File: src/rtl/im_arbiter_pkg.sv
// Shared definitions for the instruction-memory port arbiter: FSM encoding,
// address-map defaults and the exception cause reported for bad loader writes.
package im_arbiter_pkg;

  typedef enum logic [1:0] {
    ST_BOOT   = 2'd0,
    ST_DRAIN  = 2'd1,
    ST_RUN    = 2'd2,
    ST_REFILL = 2'd3
  } arb_state_e;

  localparam int unsigned IM_ADDR_W  = 11;
  localparam logic [31:0] IM_BASE    = 32'h0000_3000;
  localparam logic [31:0] IM_LIMIT   = 32'h0000_4ffc;
  localparam int unsigned IM_MAX_RUN = 4;

  // ExcCode values; an illegal loader write is reported as a store address error
  localparam logic [4:0] EXC_ADEL       = 5'd4;
  localparam logic [4:0] EXC_ADES       = 5'd5;
  localparam logic [4:0] EXC_LD_ILLEGAL = EXC_ADES;

endpackage

File: src/rtl/im_arbiter_if.sv
// Fetch, loader and block-RAM signals of the instruction-memory arbiter.
// The slave modport is the arbiter's view; master is the surrounding system.
interface im_arbiter_if #(
  parameter int unsigned ADDR_W = 11
);
  logic [31:0]       f_addr;
  logic [31:0]       f_instr;
  logic              stall_F;
  logic              ld_req;
  logic [31:0]       ld_addr;
  logic [31:0]       ld_wdata;
  logic              ld_gnt;
  logic              ld_err;
  logic              boot_done;
  logic              booting;
  logic [ADDR_W-1:0] im_addr;
  logic              im_we;
  logic [31:0]       im_wdata;
  logic [31:0]       im_rdata;

  modport slave (
    input  f_addr, ld_req, ld_addr, ld_wdata, boot_done, im_rdata,
    output f_instr, stall_F, ld_gnt, ld_err, booting, im_addr, im_we, im_wdata
  );

  modport master (
    output f_addr, ld_req, ld_addr, ld_wdata, boot_done, im_rdata,
    input  f_instr, stall_F, ld_gnt, ld_err, booting, im_addr, im_we, im_wdata
  );
endinterface

File: src/rtl/im_addr_xlate.sv
// Byte address to IM word index translation plus loader legality check
// (word aligned and inside [BASE, LIMIT]).
module im_addr_xlate
  import im_arbiter_pkg::*;
#(
  parameter int unsigned ADDR_W = IM_ADDR_W,
  parameter logic [31:0] BASE   = IM_BASE,
  parameter logic [31:0] LIMIT  = IM_LIMIT
) (
  input  logic [31:0]       addr_i,
  output logic [ADDR_W-1:0] idx_o,
  output logic              legal_o
);

  assign idx_o   = ADDR_W'((addr_i - BASE) >> 2);
  assign legal_o = (addr_i[1:0] == 2'b00) && (addr_i >= BASE) && (addr_i <= LIMIT);

endmodule

File: src/rtl/im_arbiter.sv
// Shares the single IM block-RAM port between fetch and the program loader,
// holding the CPU in BOOT until the image is loaded.
module im_arbiter
  import im_arbiter_pkg::*;
#(
  parameter int unsigned ADDR_W  = IM_ADDR_W,
  parameter logic [31:0] BASE    = IM_BASE,
  parameter logic [31:0] LIMIT   = IM_LIMIT,
  parameter int unsigned MAX_RUN = IM_MAX_RUN
) (
  input  logic         clk_i,
  input  logic         rst_ni,
  im_arbiter_if.slave  bus
);

  localparam int unsigned CNT_W = $clog2(MAX_RUN + 1);

  arb_state_e        state_q, state_d;
  logic [CNT_W-1:0]  run_cnt_q, run_cnt_d;
  logic              ld_err_q;
  logic              fetch_rd_q, fetch_rd;
  logic [31:0]       hold_q;

  logic [ADDR_W-1:0] f_idx, ld_idx;
  logic              ld_legal;
  logic              unused_f_legal;
  logic              gnt, we, stall, boot;
  logic [ADDR_W-1:0] addr;
  logic [31:0]       wdata;

  im_addr_xlate #(.ADDR_W(ADDR_W), .BASE(BASE), .LIMIT(LIMIT)) u_xlate_f (
    .addr_i  (bus.f_addr),
    .idx_o   (f_idx),
    .legal_o (unused_f_legal)
  );

  im_addr_xlate #(.ADDR_W(ADDR_W), .BASE(BASE), .LIMIT(LIMIT)) u_xlate_ld (
    .addr_i  (bus.ld_addr),
    .idx_o   (ld_idx),
    .legal_o (ld_legal)
  );

  always_comb begin
    state_d   = state_q;
    run_cnt_d = run_cnt_q;
    gnt       = 1'b0;
    we        = 1'b0;
    stall     = 1'b1;
    boot      = 1'b0;
    addr      = '0;
    wdata     = '0;
    fetch_rd  = 1'b0;
    unique case (state_q)
      ST_BOOT: begin
        boot = 1'b1;
        if (bus.ld_req) begin
          gnt   = 1'b1;
          we    = ld_legal;
          addr  = ld_idx;
          wdata = bus.ld_wdata;
        end
        if (bus.boot_done) state_d = ST_DRAIN;
      end
      ST_DRAIN: begin
        addr      = f_idx;
        fetch_rd  = 1'b1;
        run_cnt_d = '0;
        state_d   = ST_RUN;
      end
      ST_RUN, ST_REFILL: begin
        // REFILL re-reads the stalled PC so RUN resumes with valid f_instr
        stall   = (state_q == ST_REFILL);
        addr    = f_idx;
        state_d = ST_RUN;
        if (bus.ld_req && (run_cnt_q < CNT_W'(MAX_RUN))) begin
          gnt       = 1'b1;
          we        = ld_legal;
          addr      = ld_idx;
          wdata     = bus.ld_wdata;
          stall     = 1'b1;
          run_cnt_d = run_cnt_q + 1'b1;
          state_d   = ST_REFILL;
        end else begin
          fetch_rd = 1'b1;
          if (bus.ld_req || !stall) run_cnt_d = '0;
        end
      end
    endcase
    // outputs follow reset immediately, not at the next edge
    if (!rst_ni) begin
      gnt      = 1'b0;
      we       = 1'b0;
      stall    = 1'b1;
      boot     = 1'b1;
      addr     = '0;
      wdata    = '0;
      fetch_rd = 1'b0;
    end
  end

  always_ff @(posedge clk_i or negedge rst_ni) begin
    if (!rst_ni) begin
      state_q    <= ST_BOOT;
      run_cnt_q  <= '0;
      ld_err_q   <= 1'b0;
      fetch_rd_q <= 1'b0;
      hold_q     <= '0;
    end else begin
      state_q    <= state_d;
      run_cnt_q  <= run_cnt_d;
      ld_err_q   <= gnt & ~ld_legal;
      fetch_rd_q <= fetch_rd;
      if (fetch_rd_q) hold_q <= bus.im_rdata;
    end
  end

  assign bus.ld_gnt   = gnt;
  assign bus.im_we    = we;
  assign bus.stall_F  = stall;
  assign bus.booting  = boot;
  assign bus.im_addr  = addr;
  assign bus.im_wdata = wdata;
  assign bus.ld_err   = ld_err_q;
  assign bus.f_instr  = fetch_rd_q ? bus.im_rdata : hold_q;

endmodule

File: src/flat_wrapper.sv
// flat-port wrapper written by rule: the top's interface ports become plain ports
module im_arbiter_flat import im_arbiter_pkg::*;
#(
  parameter int unsigned ADDR_W  = IM_ADDR_W,
  parameter logic [31:0] BASE    = IM_BASE,
  parameter logic [31:0] LIMIT   = IM_LIMIT,
  parameter int unsigned MAX_RUN = IM_MAX_RUN
)
  (clk_i, rst_ni, bus_f_addr, bus_ld_req, bus_ld_addr, bus_ld_wdata, bus_boot_done, bus_im_rdata, bus_f_instr, bus_stall_F, bus_ld_gnt, bus_ld_err, bus_booting, bus_im_addr, bus_im_we, bus_im_wdata);
  im_arbiter_if #(.ADDR_W(ADDR_W)) bus_i ();
  input  logic clk_i;
  input  logic rst_ni;
  input wire logic [$bits(bus_i.f_addr)-1:0] bus_f_addr;
  input wire logic [$bits(bus_i.ld_req)-1:0] bus_ld_req;
  input wire logic [$bits(bus_i.ld_addr)-1:0] bus_ld_addr;
  input wire logic [$bits(bus_i.ld_wdata)-1:0] bus_ld_wdata;
  input wire logic [$bits(bus_i.boot_done)-1:0] bus_boot_done;
  input wire logic [$bits(bus_i.im_rdata)-1:0] bus_im_rdata;
  output wire logic [$bits(bus_i.f_instr)-1:0] bus_f_instr;
  output wire logic [$bits(bus_i.stall_F)-1:0] bus_stall_F;
  output wire logic [$bits(bus_i.ld_gnt)-1:0] bus_ld_gnt;
  output wire logic [$bits(bus_i.ld_err)-1:0] bus_ld_err;
  output wire logic [$bits(bus_i.booting)-1:0] bus_booting;
  output wire logic [$bits(bus_i.im_addr)-1:0] bus_im_addr;
  output wire logic [$bits(bus_i.im_we)-1:0] bus_im_we;
  output wire logic [$bits(bus_i.im_wdata)-1:0] bus_im_wdata;
  assign bus_i.f_addr = bus_f_addr;
  assign bus_i.ld_req = bus_ld_req;
  assign bus_i.ld_addr = bus_ld_addr;
  assign bus_i.ld_wdata = bus_ld_wdata;
  assign bus_i.boot_done = bus_boot_done;
  assign bus_i.im_rdata = bus_im_rdata;
  assign bus_f_instr = bus_i.f_instr;
  assign bus_stall_F = bus_i.stall_F;
  assign bus_ld_gnt = bus_i.ld_gnt;
  assign bus_ld_err = bus_i.ld_err;
  assign bus_booting = bus_i.booting;
  assign bus_im_addr = bus_i.im_addr;
  assign bus_im_we = bus_i.im_we;
  assign bus_im_wdata = bus_i.im_wdata;
  im_arbiter #(.ADDR_W(ADDR_W), .BASE(BASE), .LIMIT(LIMIT), .MAX_RUN(MAX_RUN)) u_core (.clk_i(clk_i), .rst_ni(rst_ni), .bus(bus_i));
endmodule
File: config.mk
export PLATFORM = sky130hd
export DESIGN_NAME = im_arbiter_flat
export DESIGN_NICKNAME = d
export VERILOG_FILES = /design/src/rtl/im_arbiter_pkg.sv /design/src/rtl/im_arbiter_if.sv /design/src/rtl/im_addr_xlate.sv /design/src/rtl/im_arbiter.sv /design/src/flat_wrapper.sv
export SDC_FILE = /design/constraint.sdc
export NUM_CORES = 1
export LEC_CHECK = 0
export BUFFER_PORTS_ARGS = -buffer_cell sky130_fd_sc_hd__buf_2
export CAP_MARGIN = 40
export CORE_AREA = 2 2 82 84
export CTS_CLUSTER_SIZE = 40
export DETAILED_ROUTE_END_ITERATION = 10
export DIE_AREA = 0 0 84 86
export PLACE_DENSITY = 0.84
export RECOVER_POWER = 25
export SYNTH_ARGS = -nofsm -noshare
export SYNTH_HDL_FRONTEND = slang
export SYNTH_HIERARCHICAL = 1
export SYNTH_SLANG_ARGS = --single-unit
File: constraint.sdc
create_clock -name clk_i -period 2.5 [get_ports clk_i]
set_input_delay 0.625 -clock clk_i [delete_from_list [all_inputs] [get_ports clk_i]]
set_output_delay 0.625 -clock clk_i [all_outputs]
set_load 0.02 [all_outputs]
==> results.rst <==
.. list-table::
   :header-rows: 1

   * - Metric
     - Value
   * - Clock latency of the later-clocked register in the worst-skew pair
     - about 0.29 ns
   * - Placed standard-cell area
     - a little over 0.003 mm²
   * - Post-route DRC
     - 0
   * - Worst slew margin relative to its limit
     - a little under 70%
   * - Total routed wirelength
     - around 6600 µm
   * - Count of H-tree levels built during CTS
     - 2
   * - Number of iterations in the first detailed-routing pass
     - 4
   * - Final net count
     - approximately 510
   * - Highest ir drop seen on vdd
     - 373 µV
   * - Area of the mapped netlist
     - 0.00222 mm²
   * - Deepest clock path buffer count
     - 2
   * - Critical path data arrival time
     - approximately 1.7 ns
   * - Final count of pins violating max slew
     - 0
   * - Initial antenna violation count
     - 0
   * - Via density per instance
     - approximately 4.7
   * - CTS Sinks
     - 39
   * - Max Clock Skew
     - ~0.01 ns
   * - Number of violations reported at the end of detailed-routing iteration 0
     - 38
   * - Synthesized Nets
     - 344
   * - RSZ-0062 raised after global routing
     - false
   * - Clock tree from TritonCTS
     - done
   * - Routed wirelength normalized by instance count
     - 14.4 µm
   * - Smallest hold slack
     - 0.359 ns
   * - Type of element capturing the critical path
     - output pin
   * - Crit path launch type
     - flip-flop
   * - Required time of the critical path
     - 1.88 ns
   * - Leakage
     - approximately 1.7 nW
   * - Mean instance size in the synthesized netlist
     - about 11 µm²
   * - Minimum period implied by the final worst setup slack
     - ~2.4 ns
   * - Setup violators final
     - 0
   * - Proportion of layout cells with a drive suffix above 1
     - between 60% and 70%
   * - Type of the worst min-delay path
     - input port to async pin
   * - Pin count of the biggest net entering global routing
     - 36
   * - Final GP Congestion
     - between 0.8 and 0.9
   * - Register clock-pin slew on the reported worst setup and hold paths
     - ~0.08 ns
   * - Global-route wire length before repair
     - 10,400 µm
   * - Clock Tree Root
     - clkbuf_8
   * - Final Hold Fails
     - 0
   * - GRT Util Overall
     - a little under a fifth
   * - Final antenna diode count
     - 0
   * - Number of global-route vias before repair
     - 2,143
   * - Reported max-cap violation count
     - 0
   * - Measured slew at the worst slew-check pin
     - 0.480 ns
   * - Post-layout util
     - 51.4%
   * - Post-DP HPWL
     - 5310 µm
   * - Maximum net fanout on the critical path
     - 35
   * - Starting Density
     - a little over a third
   * - Placement row count
     - 29
   * - Antenna Violating Nets Remaining
     - 0
   * - Fin crit share
     - 94.1%
   * - Area added between synthesis and finish
     - 45.3%
   * - Design Area, Final
     - ~0.0032 mm²
   * - Post-route setup TNS
     - 0 ns
   * - Boundary pin count
     - roughly 210
   * - Die height
     - between 80 and 90 µm
   * - Slack of the worst reg-to-reg path
     - between 1 and 1.5 ns
   * - Result of the run
     - finished, final reports clean
   * - Via count of the routed design
     - about 2,100
   * - Die width
     - between 80 and 90 µm
   * - Total number of yosys warnings
     - 6
   * - Mapped Cells
     - between 200 and 250
   * - Area of the core region
     - roughly 0.0063 mm²
   * - Number of buffers added by the clock tree synthesis step
     - 5
   * - Input/output buffers
     - 190
   * - Worst setup path category
     - flip-flop to output pin
   * - Die area
     - 0.00722 mm²
   * - Fmax achieved
     - 0.425 GHz
   * - Grt total ovfl
     - 0
   * - P per Cell Area
     - ~640 mW/mm²
## critical path, stage by stage (launching register included)
cell and delay (ns):
dfrtp_1 0.49, nor2_8 0.15, inv_2 0.13, a21oi_4 0.17
buf_12 0.18, and2_1 0.15, buf_2 0.16
## path summary, 6_finish.rpt
path / end / cells after the start / from
max: bus_im_wdata[23] / 6 / u_core/state_q[0]
max in group asynchronous: u_core/hold_q[19] / 2 / rst_ni
min: u_core/run_cnt_q[1] / 2 / rst_ni
min in group clk_i: u_core/hold_q[4] / 1 / u_core/hold_q[4]
max reg2reg: u_core/bus.ld_err / 5 / u_core/state_q[0]
min reg2reg: u_core/hold_q[4] / 1 / u_core/hold_q[4]
## layout make-up
type,instances,area [µm²]
Clock buffer,6,82.6
Timing Repair Buffer,195,1010
Fill cell,601,3050
Inverter,3,11.3
Sequential cell,39,977
Tap cell,77,96.3
Multi-Input combinational cell,136,1010
Clock inverter,2,35.0
## registers in the layout, summed over array words and instances (netlist names)
| name | flops |
|---|---|
| u_core/bus.ld_err | 1 |
| u_core/fetch_rd_q | 1 |
| u_core/run_cnt_q | 3 |
| u_core/hold_q | 32 |
| u_core/state_q | 2 |
## placed cells by master (no fill, tap or decap), types with 5 or more instances in the layout
cell	count
clkbuf_8	6
o21ai_0	5
and2_1	33
a21oi_1	11
mux2_2	19
buf_2	189
o21ai_1	6
nand3_1	11
dfrtp_1	38
a22o_1	5
nand2_1	8
mux2_1	13
## power by group
group          internal (mW)  switching [mW]  total, mW
Combinational          0.316           0.423      0.739
Sequential             0.751          0.0442      0.795
Clock                  0.323           0.219      0.542
## per-stage QoR
| stage | setup slack, ns | total power, mW | instances |
|---|---|---|---|
| 2_1_floorplan | 0.277 | 1.28 | 211 |
| 3_3_place_gp | 0.195 | 1.53 | 449 |
| 3_5_place_dp | 0.204 | 1.56 | 449 |
| 4_1_cts | 0.142 | 2.11 | 458 |
| 5_1_grt | 0.0186 | 2.20 | 458 |
| 6_report | 0.149 | 2.08 | 458 |
## timing repair
item                       CTS  global route
gates resized for setup      1             1
pin swaps                    1             0
hold buffers                 0             0
setup endpoints to repair   43             1
setup buffers                1             0
## metal layers
metal	vias to the layer above	GRT usage, %	share of wire (%)	wire length, µm
met2	124	32.2	50	3320
met4	0	5.72	1.9	127
met5	-	0	0	0
met3	11	5.58	9.3	613
met1	974	21.1	38	2530
li1	1039	-	-	-
No activity file was read; power rests on OpenSTA's default activity.
